--- config.mk ---
export PLATFORM = sky130hd
export DESIGN_NAME = parity_rx
export DESIGN_NICKNAME = d
export VERILOG_FILES = /design/src/rtl/parity_rx_pkg.sv /design/src/rtl/parity_rx_fifo.sv /design/src/rtl/parity_rx.sv
export SDC_FILE = /design/constraint.sdc
export NUM_CORES = 1
export LEC_CHECK = 0
export ABC_AREA = 1
export BUFFER_PORTS_ARGS = -buffer_cell sky130_fd_sc_hd__buf_2
export CAP_MARGIN = 20
export CORE_UTILIZATION = 47
export DETAILED_ROUTE_END_ITERATION = 7
export MAX_ROUTING_LAYER = met4
export PLACE_DENSITY_LB_ADDON = 0.25
export SLEW_MARGIN = 15
export SYNTH_ARGS = -nofsm -noshare
export SYNTH_HDL_FRONTEND = slang
export SYNTH_HIERARCHICAL = 1
export SYNTH_SLANG_ARGS = --single-unit
--- constraint.sdc ---
create_clock -name clk -period 1.8 [get_ports clk]
set_input_delay 0.18 -clock clk [delete_from_list [all_inputs] [get_ports clk]]
set_output_delay 0.18 -clock clk [all_outputs]
set_load 0.01 [all_outputs]
--- src/rtl/parity_rx_pkg.sv ---
// Shared constants and the parity-check helper for the parity_rx receiver.
// Optional build macro used by parity_rx: PARITY_RX_DROP_BAD_EN.
package parity_rx_pkg;

    localparam int unsigned ERR_CNT_W  = 16;
    localparam logic [ERR_CNT_W-1:0] ERR_CNT_MAX = '1;

    // Widest word the check must handle: 32 payload bits plus the parity bit.
    localparam int unsigned MAX_WORD_W = 33;

    // Word is good when the XOR over every bit (payload and parity) matches
    // the selected sense: 0 for even parity, 1 for odd parity.
    function automatic logic parity_ok(input logic [MAX_WORD_W-1:0] word,
                                       input logic                  odd);
        return ((^word) == odd);
    endfunction

endpackage

--- src/rtl/parity_rx_fifo.sv ---
// Synchronous first-word-fall-through buffer used by parity_rx.
// Head entry is visible on rd_data whenever empty is low.
module parity_rx_fifo #(
    parameter int unsigned WIDTH = 10,
    parameter int unsigned DEPTH = 4
) (
    input  logic             clk,
    input  logic             reset,
    input  logic             wr_en,
    input  logic [WIDTH-1:0] wr_data,
    input  logic             rd_en,
    output logic [WIDTH-1:0] rd_data,
    output logic             full,
    output logic             empty
);

    localparam int unsigned AW = $clog2(DEPTH);
    localparam int unsigned CW = AW + 1;
    localparam logic [CW-1:0] FULL_CNT = CW'(DEPTH);

    logic [WIDTH-1:0] mem [DEPTH];
    logic [AW-1:0]    wr_ptr;
    logic [AW-1:0]    rd_ptr;
    logic [CW-1:0]    count;
    logic             do_wr;
    logic             do_rd;

    assign full    = (count == FULL_CNT);
    assign empty   = (count == '0);
    assign do_wr   = wr_en && !full;
    assign do_rd   = rd_en && !empty;
    assign rd_data = mem[rd_ptr];

    // Storage array; contents need no reset because occupancy gates visibility.
    always_ff @(posedge clk) begin
        if (do_wr) begin
            mem[wr_ptr] <= wr_data;
        end
    end

    // Pointers wrap naturally since DEPTH is a power of two; count tracks occupancy.
    always_ff @(posedge clk) begin
        if (reset) begin
            wr_ptr <= '0;
            rd_ptr <= '0;
            count  <= '0;
        end else begin
            if (do_wr) begin
                wr_ptr <= wr_ptr + AW'(1);
            end
            if (do_rd) begin
                rd_ptr <= rd_ptr + AW'(1);
            end
            case ({do_wr, do_rd})
                2'b10:   count <= count + CW'(1);
                2'b01:   count <= count - CW'(1);
                default: count <= count;
            endcase
        end
    end

endmodule

--- src/rtl/parity_rx.sv ---
// Parity-checking receiver: checks each accepted word, buffers payload plus
// check result in a FWFT buffer, and counts bad words with a sticky flag.
// Build macro PARITY_RX_DROP_BAD_EN: bad words are counted but not buffered.
module parity_rx
    import parity_rx_pkg::*;
#(
    parameter int unsigned DATA_W     = 9,
    parameter int unsigned DEPTH      = 4,
    parameter int unsigned PARITY_ODD = 0
) (
    input  logic                 clk,
    input  logic                 reset,
    input  logic [DATA_W:0]      in_data,
    input  logic                 in_valid,
    output logic                 in_ready,
    output logic [DATA_W-1:0]    out_data,
    output logic                 out_ok,
    output logic                 out_valid,
    input  logic                 out_ready,
    input  logic                 clr_err,
    output logic [ERR_CNT_W-1:0] err_count,
    output logic                 err_sticky
);

    logic [MAX_WORD_W-1:0] word_ext;
    logic                  word_ok;
    logic                  accept;
    logic                  bad_accept;
    logic                  wr_en;
    logic                  full;
    logic                  empty;
    logic [DATA_W:0]       rd_data;

    // Zero-extend the incoming word so the shared check works for any DATA_W.
    always_comb begin
        word_ext           = '0;
        word_ext[DATA_W:0] = in_data;
    end

    assign word_ok    = parity_ok(word_ext, (PARITY_ODD != 0));
    assign accept     = in_valid && in_ready;
    assign bad_accept = accept && !word_ok;
    assign in_ready   = !full;
    assign out_valid  = !empty;
    assign out_data   = rd_data[DATA_W-1:0];

`ifdef PARITY_RX_DROP_BAD_EN
    assign wr_en  = accept && word_ok;
    assign out_ok = 1'b1;
`else
    assign wr_en  = accept;
    assign out_ok = rd_data[DATA_W];
`endif

    parity_rx_fifo #(
        .WIDTH (DATA_W + 1),
        .DEPTH (DEPTH)
    ) u_fifo (
        .clk     (clk),
        .reset   (reset),
        .wr_en   (wr_en),
        .wr_data ({word_ok, in_data[DATA_W-1:0]}),
        .rd_en   (out_ready),
        .rd_data (rd_data),
        .full    (full),
        .empty   (empty)
    );

    // Saturating bad-word counter; a clear coinciding with a bad accept
    // restarts the count at one instead of zero.
    always_ff @(posedge clk) begin
        if (reset) begin
            err_count  <= '0;
            err_sticky <= 1'b0;
        end else if (clr_err) begin
            err_count  <= bad_accept ? ERR_CNT_W'(1) : '0;
            err_sticky <= bad_accept;
        end else if (bad_accept) begin
            if (err_count != ERR_CNT_MAX) begin
                err_count <= err_count + ERR_CNT_W'(1);
            end
            err_sticky <= 1'b1;
        end
    end

endmodule
==> results of run 1 <==
-- layer usage --
layer	wire length (um)	GRT usage, %	up-vias
met5	0	-	-
met4	125	9.24	0
met3	407	6.13	12
met2	3460	33.4	85
met1	3280	26.2	1272
li1	-	-	1399
-- worst max-delay path, stage by stage (launching register included) --
cell and delay, ps:
dfxtp_2 350, ha_4 150, nand2_4 70, nor3_4 180, nand2_1 90, nor4_1 270
nand2_1 230, buf_6 190, nand3_2 80, a21oi_2 60
-- state kept, by name (all words and copies together) (netlist names), named ones only --
name           count
u_fifo/wr_ptr      2
err_count         16
err_sticky         1
u_fifo/rd_ptr      2
u_fifo/count       3
u_fifo/mem        40
-- logic make-up after synthesis --
group	count (synthesis)
flip-flops	66
buffers and inverters	59
AND/OR/NAND/NOR	179
AO/OA/AOI/OAI	54
adder cells (fa/ha/maj)	7
XOR/XNOR	10
-- repair_timing --
action / 4_1_cts / 5_1_grt
buffers inserted: 0 / 5
endpoints found under the setup margin: 1 / 21
gates resized for setup: 1 / 27
gates cloned: 0 / 1
pin swaps: 1 / 9
-- placed cells by master (no fill, tap or decap), types with 5 or more instances in the layout --
cell      count
nand4_1       6
a21oi_1      13
inv_1        48
xor2_1        6
nand3_1      25
dfxtp_1      20
buf_4        26
nand2_1      69
o22ai_1      10
clkbuf_8      9
inv_2         5
o21ai_0      26
nor2_1       47
buf_2        43
nand2_2       8
dfxtp_2       5
edfxtp_1     40
-- report_power, final --
group	internal (W)	switching (W)	leakage, nW	total [W]
Sequential	0.00182	0.000113	0.581	0.00193
Clock	0.000635	0.000568	0.0893	0.00120
Combinational	0.000513	0.000823	1.11	0.00134
-- layout make-up --
cell class	count	area, um2
fillers	603	2710
flip-flops and latches	66	1730
multi-input cells	251	1410
repair buffers	70	422
inverters	53	199
clock buffers	11	131
well taps	80	100
clock inverters	5	55.1
-- worst min path at each step --
stage | to | cells after the start
2_1_floorplan | err_count[15] | 1
3_3_place_gp | err_sticky | 2
3_5_place_dp | u_fifo/mem[2][6] | 1
4_1_cts | u_fifo/mem[3][2] | 1
5_1_grt | u_fifo/mem[1][6] | 1
6_report | u_fifo/mem[3][2] | 1
-- cells in the mapped netlist, drive strengths merged (7+ instances only) --
cell,n
a21oi,15
dfxtp,26
edfxtp,40
inv,53
nand2,81
nand3,29
nand4,7
nor2,51
nor3,7
o21ai,29
o22ai,10
-- through the flow --
step / cell area [um2] / cells / utilization, %
after global routing: 4050 / 536 / 59.9
after global placement: 3730 / 514 / 55.1
final: 4050 / 536 / 59.9
after CTS: 3910 / 530 / 57.9
after detailed placement: 3730 / 514 / 55.1
after floorplan: 3270 / 375 / -
==> results.yml, run 1 <==
cts:
  clockBufferDepth: 2
  path_clk_slew_ps: 70
  ctsHoldBuffers: 0
  cts_sinks: 66
  h-tree-depth: 3
  cts_tree: "done"
  numCtsBuffers: 9
  cts-root-buf: "clkbuf_8"
  clk_latency_ps: 350
logic_synthesis:
  synth_compound_area_share_pct: 8.66
  synthCells: 375
  synth_top_family_by_area: "simple AND/OR/NAND/NOR gates"
  synth-adder-area-share_pct: 2.91
  synthMuxAreaShare_pct: 0
  ys_ff_latch: 66
  synth_area_leaders: "edfxtp_1 37%, dfxtp_1 16%, nand2_1 8.3%"
  syn-num-nets: 397
  ys_types: 31
  synth_warnings: 6
  synth_top_flop_cell: "edfxtp_1"
  yosysTopAreaCell: "edfxtp_1"
  syn_avg_cell_area_um2: 8.71
  synth_edf_count: 40
  synth.cell_area_mm2: 0.00327
  ys_seq_area_share_pct: 52.7
  synth_xor_area_share_pct: 2.68
  yosys.area.top_type_share_pct: 36.8
  async_reset_ff_share_pct: 0
  yosys.area_share.simple_pct: 26.2
worst_hold_path:
  hp-class: "in2reg"
  hp-start: "in_data[2]"
place:
  place_congestion: 0.877
  hpwlAfterDp_um: 4830
  place.port_buffers: 43
  dp_slack_ps: -16.3
timing:
  setup_viol: 0
  maxSlewViolCount: 0
  clock_skew_ps: 7.67
  hold_viol_final: 0
  period_share_pct: 98.1
  fmax_ghz: 0.566
  setup_slack_ps: 34.7
  rsz0062_at_grt: "yes"
  setup_tns_ps: 0
  relSlewSlack_pct: 78.3
  period_minus_slack_ps: 1770
  worstMarginPinSlew_ps: 324
  holdWs_ps: 94.5
worst_setup_path:
  r2r_cells: 9
  arrival_ps: 2000
  crit_start: "err_count[1]"
  rr_endpoint: "err_count[11]"
  r2r_start: "err_count[1]"
  critPathMaxFanout: 7
  critPathCapture: "err_count[11]"
  criticalPathCategory: "reg2reg"
  required_ps: 2040
  critPathCaptureType: "flop"
  worst_setup_path_start_kind: "flop"
  reg2reg_setup_slack_ps: 30
detailed_routing:
  wire_per_inst_um: 13.6
  viasPerCell: 5.16
  wl_um: 7270
  antenna_left: 0
  vias: 2768
  drtPass1Iterations: 4
  drt_first_iter_violations: 154
  drc: 0
die:
  coreArea_mm2: 0.00676
  core.rowCount: 30
  fp.dieW_um: 85.4
  ios: 44
  initial_core_util_pct: 48.4
  die_area_mm2: 0.00729
  die_h_um: 85.4
power_and_ir_drop:
  finalPower_w: 0.00447
  p_per_area_mw_per_mm2: 1100
  p_leak_nw: 1.78
  ir_worst_vdd_v: 0.000458
global_routing:
  overflow: 0
  grt_pass1_vias: 2539
  track_usage_pct: 21.5
  grt_max_degree: 21
  grt_pass1_wl_um: 11600
  antenna_found_initial: 0
finish:
  drive_gt1_share_pct: 27.4
  nets: 473
  area_growth_syn_to_layout_pct: 23.9
  diodes: 0
status:
  status: "complete, no violations"
run:
  cap_violations: 0
Note: power is estimated with default switching activity, not from simulation.
==> run 2: changes to the inputs <==
Settings changed: CORE_ASPECT_RATIO set to 1.75, GPL_TIMING_DRIVEN set to 1.
Clock period 1.8 ns to 1.4 ns, I/O delays scaled along.
==> run 2 against run 1 <==
  * The flow now finishes with violations (negative setup slack)
  * Worst setup slack got worse by 310 ps
  * First-iteration DRC count rose by 39%
  * Register-to-register slack got worse by 310 ps
  * Sequential power rose by 31%
  * Clock skew fell by 1.8 ps
  * Final area rose by 25%
==> results.yml, run 2 (same netlist as run 1, synthesis figures left out) <==
status:
  status: "finished with violations"
  violations: "negative setup slack"
cts:
  h-tree-depth: 3
  clk_latency_ps: 340
  cts_tree: "done"
  ctsHoldBuffers: 0
  cts-root-buf: "clkbuf_16"
  numCtsBuffers: 9
  cts_sinks: 66
  clockBufferDepth: 2
  path_clk_slew_ps: 50
die:
  initial_core_util_pct: 49.2
  die_h_um: 112
  fp.dieW_um: 65.0
  core.rowCount: 39
  coreArea_mm2: 0.00664
  die_area_mm2: 0.00730
  ios: 44
worst_setup_path:
  reg2reg_setup_slack_ps: -280
  arrival_ps: 1910
  criticalPathCategory: "reg2reg"
  critPathCaptureType: "flop"
  worst_setup_path_start_kind: "flop"
  r2r_cells: 14
  r2r_start: "u_fifo/count[1]"
  required_ps: 1630
  rr_endpoint: "u_fifo/count[2]"
  critPathMaxFanout: 3
finish:
  seqCellArea_mm2: 0.00175
  diodes: 0
  area_growth_syn_to_layout_pct: 54.9
  drive_gt1_share_pct: 47.0
  largest_reg_flops: 40
  regMostFlops: "u_fifo/mem"
  n_fill_cell: 441
  final_cell_mix: "66 x nand2_1, 55 x buf_4, 46 x inv_1"
  layout_commonest_cell: "nand2_1"
  multi_input_area_mm2: 0.00167
  reg.largest.list: "u_fifo/mem: 40 flops, err_count: 16 flops, u_fifo/count: 3 flops"
  nets: 526
detailed_routing:
  vias: 3121
  viasPerCell: 5.28
  drtPass1Iterations: 4
  drc: 0
  wl_um: 9690
  antenna_left: 0
  wire_per_inst_um: 16.4
  drt_first_iter_violations: 214
timing:
  period_minus_slack_ps: 1680
  setup_viol: 69
  setup_slack_ps: -280
  maxSlewViolCount: 0
  clock_skew_ps: 5.88
  fmax_ghz: 0.595
  worstMarginPinSlew_ps: 365
  rsz0062_at_grt: "yes"
  period_share_pct: 120
  hold_viol_final: 0
  relSlewSlack_pct: 75.6
power_and_ir_drop:
  p_leak_nw: 2.24
  ir_worst_vdd_v: 0.000865
  p_per_area_mw_per_mm2: 1480
  finalPower_w: 0.00749
place:
  place_congestion: 0.901
  hpwlAfterDp_um: 5940
  place.port_buffers: 43
  dp_slack_ps: -258
worst_hold_path:
  min_path_cells: 1
  min_to: "u_fifo/mem[3][5]"
  hp-class: "in2reg"
  hp-start: "in_data[5]"
global_routing:
  grt_max_degree: 12
  grt_pass1_vias: 3073
  grt_pass1_wl_um: 14800
  track_usage_pct: 28.4
  overflow: 0
  antenna_found_initial: 0
run:
  cap_violations: 0
## run 2: stage by stage
stage | instance area (um2) | util (%) | instances | TNS (ps) | hold slack, ps
floorplan | 3360 | - | 375 | -6280 | 202
CTS | 4780 | 72.0 | 585 | -7050 | 67.3
detailed placement | 4150 | 62.5 | 554 | -5090 | 412
global placement | 4150 | 62.5 | 554 | -3070 | 407
global route | 5060 | 76.2 | 591 | -14580 | 83.4
finish | 5060 | 76.2 | 591 | -11000 | 66.9
## run 2: metal layers
layer  track usage, %  vias up  routed length, um
li1                 -     1502                  -
met1             27.1     1482               3420
met2             51.9      111               5540
met3             4.78       26                453
met4             15.5        0                269
met5                -        -                  0
## run 2: power breakdown
| part | switching, W | total (W) | internal [W] |
|---|---|---|---|
| Sequential | 0.000173 | 0.00252 | 0.00235 |
| Combinational | 0.00144 | 0.00270 | 0.00126 |
| Clock | 0.000802 | 0.00227 | 0.00147 |
## run 2: worst max path at each step
stage	endpoint	depth (start not counted)	slack, ps	start
floorplan	u_fifo/count[1]	9	-250	u_fifo/count[1]
global placement	err_count[7]	10	-220	err_count[1]
detailed placement	err_count[7]	10	-260	err_count[1]
CTS	u_fifo/count[2]	14	-250	u_fifo/count[1]
global route	u_fifo/count[2]	12	-400	u_fifo/count[1]
finish	u_fifo/count[2]	14	-280	u_fifo/count[1]
## run 2: worst max-delay path, cell delays in order, from the launching register on
cell and delay (ps):
dfxtp_2 330, nor2_4 140, nand2_4 90, inv_4 80, nor2_4 40, nand2_4 70, ha_4 130, inv_2 40
fa_2 340, inv_1 60, nand2_1 60, nand3_2 60, nand2_1 50, nand2_1 50, nor2_1 40
## run 2: timing repair
item	4_1_cts	5_1_grt
pin swaps	22	28
endpoints found under the setup margin	69	71
cloned	5	1
gates resized for setup	58	73
setup buffers	10	8
## run 2: layout make-up
class / instances / share of cell area (%)
Tap cell: 82 / 2.03
Timing Repair Buffer: 124 / 20.2
Inverter: 53 / 4.23
Multi-Input combinational cell: 250 / 33.1
Clock inverter: 3 / 0.791
Clock buffer: 13 / 5.14
Sequential cell: 66 / 34.5
==> run 3: changes to the inputs <==
Settings changed: CORE_ASPECT_RATIO 1.75 to 2, PLACE_DENSITY_LB_ADDON 0.25 to 0.3.
==> run 3 against run 2 <==
  * The run still ends with negative setup slack left
  * Power down 2.9%
  * Combinational power about the same
  * Flip-flop and latch count unchanged
  * Clock-buffer cell count down 3
  * Clock power fell by 7%
  * Critical path depth unchanged
  * Global-route usage is 0.58 points lower
  * Worst hold slack better by 1.7 ps
  * Final area down 2.0%
  * Maximum frequency down 0.61%
  * Final cell count increased by 0.85%
  * Critical path type unchanged
  * Critical endpoint unchanged
  * Largest cell class unchanged
  * Highest routed layer unchanged
==> results.yml, run 3 (same netlist as run 1, synthesis figures left out) <==
finish:
  layout_commonest_cell: "nand2_1"
  reg.largest.list: "u_fifo/mem: 40 flops, err_count: 16 flops, u_fifo/count: 3 flops"
  n_fill_cell: 464
  nets: 526
  regMostFlops: "u_fifo/mem"
  diodes: 0
  final_cell_mix: "65 x nand2_1, 54 x buf_4, 45 x inv_1"
  final_cell_area_mm2: 0.00496
  drive_gt1_share_pct: 43.9
  area_growth_syn_to_layout_pct: 51.8
  largest_reg_flops: 40
timing:
  worstMarginPinSlew_ps: 360
  hold_viol_final: 0
  setup_slack_ps: -290
  setup_viol: 49
  period_minus_slack_ps: 1690
  rsz0062_at_grt: "yes"
  setup_tns_ps: -5070
  fmax_ghz: 0.592
  relSlewSlack_pct: 75.9
  maxSlewViolCount: 0
  period_share_pct: 121
  clock_skew_ps: 4.86
die:
  initial_core_util_pct: 49.0
  ios: 44
  fp.dieW_um: 61.0
  die_h_um: 120
  core.rowCount: 42
  coreArea_mm2: 0.00667
  die_area_mm2: 0.00731
power_and_ir_drop:
  p_per_area_mw_per_mm2: 1470
  netSwitchingFraction_pct: 32.3
  switching_power_w: 0.00235
  p_comb_share_pct: 36.7
  finalPower_w: 0.00727
  p_seq_share_pct: 34.4
  ir_worst_vdd_v: 0.000798
  p_leak_nw: 2.20
  clockPowerShare_pct: 28.9
  p_int_w: 0.00492
status:
  violations: "negative setup slack"
  status: "finished with violations"
worst_hold_path:
  min_path_cells: 1
  hp-class: "in2reg"
  hp-start: "in_data[7]"
  min_to: "u_fifo/mem[0][7]"
detailed_routing:
  wl_um: 9750
  viasPerCell: 5.32
  drtPass1Iterations: 4
  drc: 0
  drt_first_iter_violations: 174
  wire_per_inst_um: 16.4
  vias: 3168
  antenna_left: 0
worst_setup_path:
  path_common_cell: "nand2_1"
  critPathCaptureType: "flop"
  worst_setup_path_start_kind: "flop"
  cp_slowest_cell: "fa_2"
  critPathMaxFanout: 3
  critPathMaxStageDelay_ps: 350
  crit_chain: "nor2_4 -> nand2_4 -> inv_4 -> nor2_4 -> nand2_4 -> ha_4 -> inv_2 -> fa_2 -> inv_1 -> nand2_1 -> nand3_2 -> nand2_1 -> nand2_1 -> nor2_1"
  criticalPathCategory: "reg2reg"
  r2r_start: "u_fifo/count[1]"
  r2r_cells: 14
  required_ps: 1630
  arrival_ps: 1920
  reg2reg_setup_slack_ps: -290
  rr_endpoint: "u_fifo/count[2]"
cts:
  cts_tree: "done"
  clk_latency_ps: 330
  clockBufferDepth: 2
  numCtsBuffers: 9
  cts-root-buf: "clkbuf_16"
  ctsHoldBuffers: 0
  h-tree-depth: 3
  cts_sinks: 66
  path_clk_slew_ps: 50
global_routing:
  overflow: 0
  grt_pass1_vias: 3133
  grtUsageMet2_pct: 50.2
  grtUsageMet1_pct: 22.9
  grt_pass1_wl_um: 14000
  grt_busiest_layer: "met2"
  grt_max_degree: 13
  antenna_found_initial: 0
  grtUsageMet3_pct: 6.25
  track_usage_pct: 27.8
place:
  placedInstanceArea_mm2: 0.00416
  place_congestion: 0.872
  hpwlAfterDp_um: 6040
  place.port_buffers: 43
  dp_slack_ps: -290
run:
  cap_violations: 0
## run 3: cell types whose count changed in the layout (fill, tap and decap cells not counted), moves of 3 or more
cell | previous run | this run
o21ai_2 | 18 | 11
nand3_2 | 12 | 7
nor2_1 | 33 | 38
o21ai_0 | 5 | 10
dfxtp_2 | 7 | 11
nand3_1 | 16 | 20
buf_6 | 14 | 17
clkinv_1 | 0 | 3
dfxtp_1 | 15 | 12
nor2_2 | 6 | 3
## run 3: layout make-up
cell class                      instances  area (um2)  share of cell area [%]
Sequential cell                        66        1750                    35.2
Multi-Input combinational cell        251        1630                    32.9
Clock buffer                           10         229                    4.62
Clock inverter                          5        46.3                   0.934
Inverter                               53         206                    4.16
Tap cell                               88         110                    2.22
Timing Repair Buffer                  123         990                    20.0
## run 3: power groups by stage
stage          sequential, W  combinational, W  clock [W]
5_1_grt              0.00253           0.00291    0.00220
6_report             0.00250           0.00267    0.00210
3_5_place_dp         0.00250           0.00194          0
4_1_cts              0.00249           0.00246    0.00212
2_1_floorplan        0.00249           0.00112          0
3_3_place_gp         0.00249           0.00188          0
## run 3: timing repair
item | in CTS | in global routing
gates resized for setup | 63 | 49
setup endpoints to repair | 69 | 72
setup buffers | 10 | 6
pin swaps | 35 | 17
gates cloned | 6 | 0
## run 3: worst max path at each step
stage	slack [ps]	start	endpoint
global placement	-220	err_count[2]	err_count[13]
detailed placement	-290	err_count[1]	err_count[5]
CTS	-250	err_count[1]	err_count[5]
global route	-360	u_fifo/count[1]	u_fifo/count[2]
floorplan	-250	u_fifo/count[1]	u_fifo/count[1]
finish	-290	u_fifo/count[1]	u_fifo/count[2]
## run 3: routing by layer
layer	part of all wire, %	wire length, um	up-vias
li1	-	-	1501
met1	32	3160	1473
met3	4.8	466	63
met4	6.7	652	0
met2	56	5470	131
met5	0	0	-
## run 3: per-stage QoR
step	std cells	util (%)	hold WS, ps
floorplan	375	-	202
global placement	563	62.3	394
detailed placement	563	62.3	407
CTS	593	71.3	68.4
global route	596	74.3	85.8
finish	596	74.3	68.6
## run 3: worst max-delay path, delay by kind of cell (launching register included)
| family | cells | cell delay, ps |
|---|---|---|
| simple gates | 9 | 600 |
| flops | 1 | 330 |
| buf+inv | 3 | 190 |
| fa+ha+maj | 2 | 480 |
